<file path="config.mk">
export PLATFORM = sky130hd
export DESIGN_NAME = aes_inv_round_ctrl
export DESIGN_NICKNAME = d
export VERILOG_FILES = /design/src/rtl/aes_inv_round_ctrl.sv
export SDC_FILE = /design/constraint.sdc
export NUM_CORES = 2
export LEC_CHECK = 0
export ABC_AREA = 1
export BUFFER_PORTS_ARGS = -buffer_cell sky130_fd_sc_hd__buf_4
export CAP_MARGIN = 25
export CORE_AREA = 2 2 450 452
export DETAILED_ROUTE_END_ITERATION = 12
export DIE_AREA = 0 0 452 454
export PLACE_DENSITY_LB_ADDON = 0.12
export RECOVER_POWER = 25
export SLEW_MARGIN = 20
export SYNTH_ARGS = -nofsm -noshare
export SYNTH_HDL_FRONTEND = slang
export SYNTH_HIERARCHICAL = 1
export SYNTH_SLANG_ARGS = --single-unit
export TNS_END_PERCENT = 100
</file>
<file path="constraint.sdc">
create_clock -name clk -period 4.7 [get_ports clk]
set_clock_uncertainty 0.2 [all_clocks]
set_input_delay 0.235 -clock clk [delete_from_list [all_inputs] [get_ports clk]]
set_output_delay 0.235 -clock clk [all_outputs]
set_load 0.005 [all_outputs]
</file>
<file path="src/rtl/aes_inv_round_ctrl.sv">
// Iterative AES-128 decryption sequencer: one inverse round per cycle on a registered state.
// Optional abort port and abort path enabled by defining AES_INV_ROUND_CTRL_ABORT_EN.

module Inverse_shiftrow (
  input  logic [0:127] din,
  output logic [0:127] dout
);
  // Row r rotates right by r columns; byte index is row + 4*column.
  for (genvar c = 0; c < 4; c++) begin : g_col
    for (genvar r = 0; r < 4; r++) begin : g_row
      assign dout[8*(r+4*c) +: 8] = din[8*(r+4*((c+4-r)%4)) +: 8];
    end
  end
endmodule

module inv_subbytes (
  input  logic [0:127] din,
  output logic [0:127] dout
);
  localparam logic [0:2047] INV_SBOX = {
    128'h52096ad53036a538bf40a39e81f3d7fb, 128'h7ce339829b2fff87348e4344c4dee9cb,
    128'h547b9432a6c2233dee4c950b42fac34e, 128'h082ea16628d924b2765ba2496d8bd125,
    128'h72f8f66486689816d4a45ccc5d65b692, 128'h6c704850fdedb9da5e154657a78d9d84,
    128'h90d8ab008cbcd30af7e45805b8b34506, 128'hd02c1e8fca3f0f02c1afbd0301138a6b,
    128'h3a9111414f67dcea97f2cfcef0b4e673, 128'h96ac7422e7ad3585e2f937e81c75df6e,
    128'h47f11a711d29c5896fb7620eaa18be1b, 128'hfc563e4bc6d279209adbc0fe78cd5af4,
    128'h1fdda8338807c731b11210592780ec5f, 128'h60517fa919b54a0d2de57a9f93c99cef,
    128'ha0e03b4dae2af5b0c8ebbb3c83539961, 128'h172b047eba77d626e169146355210c7d
  };

  for (genvar k = 0; k < 16; k++) begin : g_byte
    assign dout[8*k +: 8] = INV_SBOX[{din[8*k +: 8], 3'b000} +: 8];
  end
endmodule

module inv_mixcolumns (
  input  logic [0:127] din,
  output logic [0:127] dout
);
  function automatic logic [7:0] xt(input logic [7:0] a);
    return {a[6:0], 1'b0} ^ (a[7] ? 8'h1b : 8'h00);
  endfunction

  // Returns {9*a, 11*a, 13*a, 14*a} in GF(2^8).
  function automatic logic [31:0] prods(input logic [7:0] a);
    logic [7:0] x2, x4, x8;
    x2 = xt(a);
    x4 = xt(x2);
    x8 = xt(x4);
    return {x8 ^ a, x8 ^ x2 ^ a, x8 ^ x4 ^ a, x8 ^ x4 ^ x2};
  endfunction

  for (genvar c = 0; c < 4; c++) begin : g_col
    logic [31:0] p0, p1, p2, p3;
    assign p0 = prods(din[32*c      +: 8]);
    assign p1 = prods(din[32*c + 8  +: 8]);
    assign p2 = prods(din[32*c + 16 +: 8]);
    assign p3 = prods(din[32*c + 24 +: 8]);
    // Byte fields: [31:24]=9x, [23:16]=11x, [15:8]=13x, [7:0]=14x.
    assign dout[32*c      +: 8] = p0[7:0]   ^ p1[23:16] ^ p2[15:8]  ^ p3[31:24];
    assign dout[32*c + 8  +: 8] = p0[31:24] ^ p1[7:0]   ^ p2[23:16] ^ p3[15:8];
    assign dout[32*c + 16 +: 8] = p0[15:8]  ^ p1[31:24] ^ p2[7:0]   ^ p3[23:16];
    assign dout[32*c + 24 +: 8] = p0[23:16] ^ p1[15:8]  ^ p2[31:24] ^ p3[7:0];
  end
endmodule

module aes_inv_round_ctrl (
  input  logic         clk,
  input  logic         rst,
  input  logic         in_valid,
  output logic         in_ready,
  input  logic [0:127] in_data,
  output logic [3:0]   rk_idx,
  input  logic [0:127] rk_data,
  output logic         out_valid,
  input  logic         out_ready,
  output logic [0:127] out_data,
  output logic         busy
`ifdef AES_INV_ROUND_CTRL_ABORT_EN
  ,
  input  logic         abort
`endif
);

  typedef enum logic [1:0] {IDLE, ROUND, FINAL, DONE} fsm_t;

  fsm_t         st, st_n;
  logic [3:0]   rnd, rnd_n;
  logic [0:127] state, state_n;
  logic [0:127] sr, sb, ark, mc;

  Inverse_shiftrow u_isr (.din(state), .dout(sr));
  inv_subbytes     u_isb (.din(sr),    .dout(sb));
  assign ark = sb ^ rk_data;
  inv_mixcolumns   u_imc (.din(ark),   .dout(mc));

  always_ff @(posedge clk) begin
    if (rst) begin
      st    <= IDLE;
      rnd   <= '0;
      state <= '0;
    end else begin
      st    <= st_n;
      rnd   <= rnd_n;
      state <= state_n;
    end
  end

  always_comb begin
    st_n    = st;
    rnd_n   = rnd;
    state_n = state;
    rk_idx  = 4'd10;
    unique case (st)
      IDLE: begin
        if (in_valid) begin
          state_n = in_data ^ rk_data;
          rnd_n   = 4'd9;
          st_n    = ROUND;
        end
      end
      ROUND: begin
        rk_idx  = rnd;
        state_n = mc;
        if (rnd == 4'd1) st_n = FINAL;
        else             rnd_n = rnd - 4'd1;
      end
      FINAL: begin
        rk_idx  = 4'd0;
        state_n = ark;
        st_n    = DONE;
      end
      DONE: begin
        if (out_ready) st_n = IDLE;
      end
      default: st_n = IDLE;
    endcase
`ifdef AES_INV_ROUND_CTRL_ABORT_EN
    if (abort && st != IDLE) begin
      st_n    = IDLE;
      state_n = '0;
    end
`endif
  end

  assign in_ready  = (st == IDLE) && !rst;
  assign out_valid = (st == DONE);
  assign out_data  = state;
  assign busy      = (st != IDLE);

endmodule

</file>
==> results.cfg <==
[run]
maxCapViolations = 0

[cts]
cts_buffers = 17
clk_path_buf_depth = 2
insertion_delay_ns = 0.58
cts_tree = done
cts.reportedPaths.clkPinSlew_ns = 0.09
cts_max_level = 4
cts.sinks = 134
cts_root_buf = clkbuf_16

[worst_setup_path]
crit_path_end_kind = flip-flop
crit_path_max_fanout = 9
cp-start-kind = flip-flop
required_ns = 4.96
critPathArrivalTime_ns = 4.81
r2r_slack_ns = 0.16
ff2ff_path_depth = 30
critPathMaxStageDelay_ns = 0.32
crit_slowest_cell = dfxtp_1
worstSetupPathType = flip-flop to flip-flop
r2r_end = out_data[51]
cp_common_cell = nand2_1
timing.rr.start = out_data[15]

[synthesis]
synth_edf_count = 0
yosysTopAreaCell = nand2_1
synth_area_per_cell_um2 = 4.90
synth_top_area_frac = 0.291
ys_ff_latch = 134
synthArstFlopShare = 0
syn_inst = 14600
yosys_warnings = 6
synth_seq_area_share = 0.0374
synthDistinctLibCells = 45
yosys-top-cells-area = nand2_1 29%, nand3_1 23%, xor2_1 6.2%, nor2_1 5.5%, inv_1 5.4%
synth_area_um2 = 71700
ys.flop_type = dfxtp_1
syn-num-nets = 15200

[sta]
max_slew_margin = 0.283
setup_viol = 0
max_freq_mhz = 220
holdWs_ns = 0.0122
tightest_slew_ns = 1.07
fin_crit_ns = 4.54
rsz0062_at_grt = yes
post-route-period-util = 0.967
slew_violations = 0
finalHoldViolations = 0

[global_routing]
grt_overflow = 0
track_usage = 0.414
grt_max_degree = 92
grt_pass1_wl_um = 648000
grt_pass1_vias = 95900
antenna_found_initial = 12

[finish]
fill_cells = 23200
drive_gt1_frac = 0.130
area_delta_synth_final_pct = 19.4
layout.nets = 15900

[place]
gp_congestion = 1.07
dp_hpwl_um = 345000
io_buffers = 394

[hold_path]
hp-class = input pin to flip-flop
hold-path-cell-count = 7
holdCritStartpoint = in_data[86]
whs_endpoint = out_data[86]

[routing]
drt-vias-per-instance = 5.85
wl_per_cell_um = 24.8
drt-initial-drc-count = 16700
drt_wl_total_um = 448000
route.detailed.drc = 0
dr.pass1.iters = 10
vias = 105000
ant_nets = 0

[floorplan]
die_area_um2 = 205000
floorplan.initialDensity = 0.357
die_h_um = 454
rows = 165
coreArea_um2 = 201000
chipWidth_um = 452
io-pin-count = 395

[run_status]
status = finished, final reports clean
==> cell usage after synthesis (23+ instances only) <==
| library cell | count |
|---|---|
| clkbuf_1 | 239 |
| xnor2_1 | 199 |
| clkinv_1 | 23 |
| nand2_1 | 5567 |
| a21oi_1 | 627 |
| buf_4 | 200 |
| nor2_2 | 23 |
| o211ai_1 | 117 |
| nand2_2 | 61 |
| buf_2 | 379 |
| o21ai_0 | 372 |
| nor2_1 | 1051 |
| nand3b_1 | 61 |
| ha_1 | 288 |
| inv_2 | 65 |
| nand3_1 | 3349 |
| xor2_1 | 511 |
| dfxtp_1 | 134 |
| or2_2 | 26 |
| nand4_1 | 47 |
| inv_1 | 1029 |
| buf_1 | 112 |
==> flip-flops by register name, summed over array words and instances, names as in the netlist <==
signal,count
out_data,128
rnd,4
st,2
==> logic make-up (layout without fill, tap and decap cells) <==
kind of cell | Yosys count | in the layout | synth area share
xor gates and xnor gates | 731 | 731 | 0.0924
AOI/OAI and AO/OA | 1177 | 1177 | 0.0878
DFF | 134 | 134 | 0.0374
and+or+nand+nor | 10200 | 10200 | 0.603
buffers and inverters | 2084 | 2803 | 0.129
adders and majority gates | 288 | 288 | 0.0502
other | 0 | 5 | 0
==> how the worst max path moves through the flow <==
stage                                to  cells after the start     startpoint  slack [ns]
final                      out_data[51]                     30   out_data[15]        0.16
after global routing       out_data[27]                     31  out_data[111]       -0.08
after CTS                 out_data[100]                     31   out_data[55]       0.003
after detailed placement  out_data[100]                     29   out_data[55]       0.003
after global placement    out_data[113]                     25   out_data[55]       -0.06
after floorplan           out_data[124]                     30  out_data[102]        0.74
==> worst max-delay path: cells and delay by family, from the launching register on <==
family	cells	cell delay [ns]
flops	1	0.32
simple gates	19	2.16
fa+ha+maj	1	0.28
xor+xnor	1	0.17
compound gates	2	0.54
buf+inv	7	0.74
==> through the flow <==
stage / utilization / TNS [ns] / setup slack (ns) / cells / cell area [um2]
after floorplan: - / 0 / 0.744 / 14600 / 71700
after global placement: 0.408 / -0.0926 / -0.0557 / 17800 / 82000
after detailed placement: 0.408 / 0 / 0.00250 / 17800 / 82000
after CTS: 0.421 / 0 / 0.00271 / 18000 / 84600
after global routing: 0.426 / -0.465 / -0.0831 / 18000 / 85700
final: 0.426 / 0 / 0.157 / 18000 / 85700
==> final cells by class <==
cell class	count	area (um2)	area share
Clock buffer	18	429	0.00501
Inverter	1127	4280	0.0500
Multi-Input combinational cell	12400	60800	0.710
Timing Repair Buffer	1644	13800	0.161
Tap cell	2672	3340	0.0390
Antenna cell	5	12.5	0.000146
Clock inverter	14	224	0.00261
Sequential cell	134	2750	0.0321
==> layer usage <==
layer	track usage	vias to the layer above	wire, um	share of wire
li1	-	48500	-	-
met4	0.251	4	33500	0.075
met1	0.533	47800	175000	0.39
met2	0.628	7726	187000	0.42
met5	0	-	23	0.000051
met3	0.0937	1538	52500	0.12
==> timing repair <==
item,4_1_cts,5_1_grt
setup endpoints to repair,3,102
setup buffers,0,13
resized for setup,3,288
hold buffers,188,0
endpoints found under the hold margin,70,0
pin swaps,0,8
==> cells in the final DEF (no fill, tap or decap), types with 6 or more instances in the layout <==
cell type | synthesis | routed
a21oi_1 | 627 | 615
a21oi_2 | 10 | 20
a22oi_1 | 7 | 7
a31oi_1 | 17 | 17
buf_12 | 0 | 80
buf_4 | 200 | 1356
buf_6 | 20 | 11
clkbuf_1 | 239 | 10
clkbuf_16 | 0 | 17
clkinv_1 | 23 | 23
dfxtp_1 | 134 | 86
dfxtp_2 | 0 | 45
dlygate4sd3_1 | 0 | 188
ha_1 | 288 | 247
ha_2 | 0 | 33
ha_4 | 0 | 8
inv_1 | 1029 | 1013
inv_2 | 65 | 75
inv_4 | 10 | 10
nand2_1 | 5567 | 5496
nand2_2 | 61 | 125
nand2_4 | 8 | 14
nand3_1 | 3349 | 3341
nand3_2 | 2 | 10
nand3b_1 | 61 | 61
nand4_1 | 47 | 47
nor2_1 | 1051 | 1005
nor2_2 | 23 | 62
nor2_4 | 2 | 9
nor3_1 | 7 | 7
o211ai_1 | 117 | 117
o21ai_0 | 372 | 360
o21ai_1 | 9 | 20
o22ai_1 | 6 | 6
or2_2 | 26 | 26
xnor2_1 | 199 | 196
xnor2_2 | 5 | 7
xor2_1 | 511 | 475
xor2_2 | 10 | 43
Power is not shown: default switching activity piles up to over one toggle a cycle in this logic, so the estimate is an artifact.
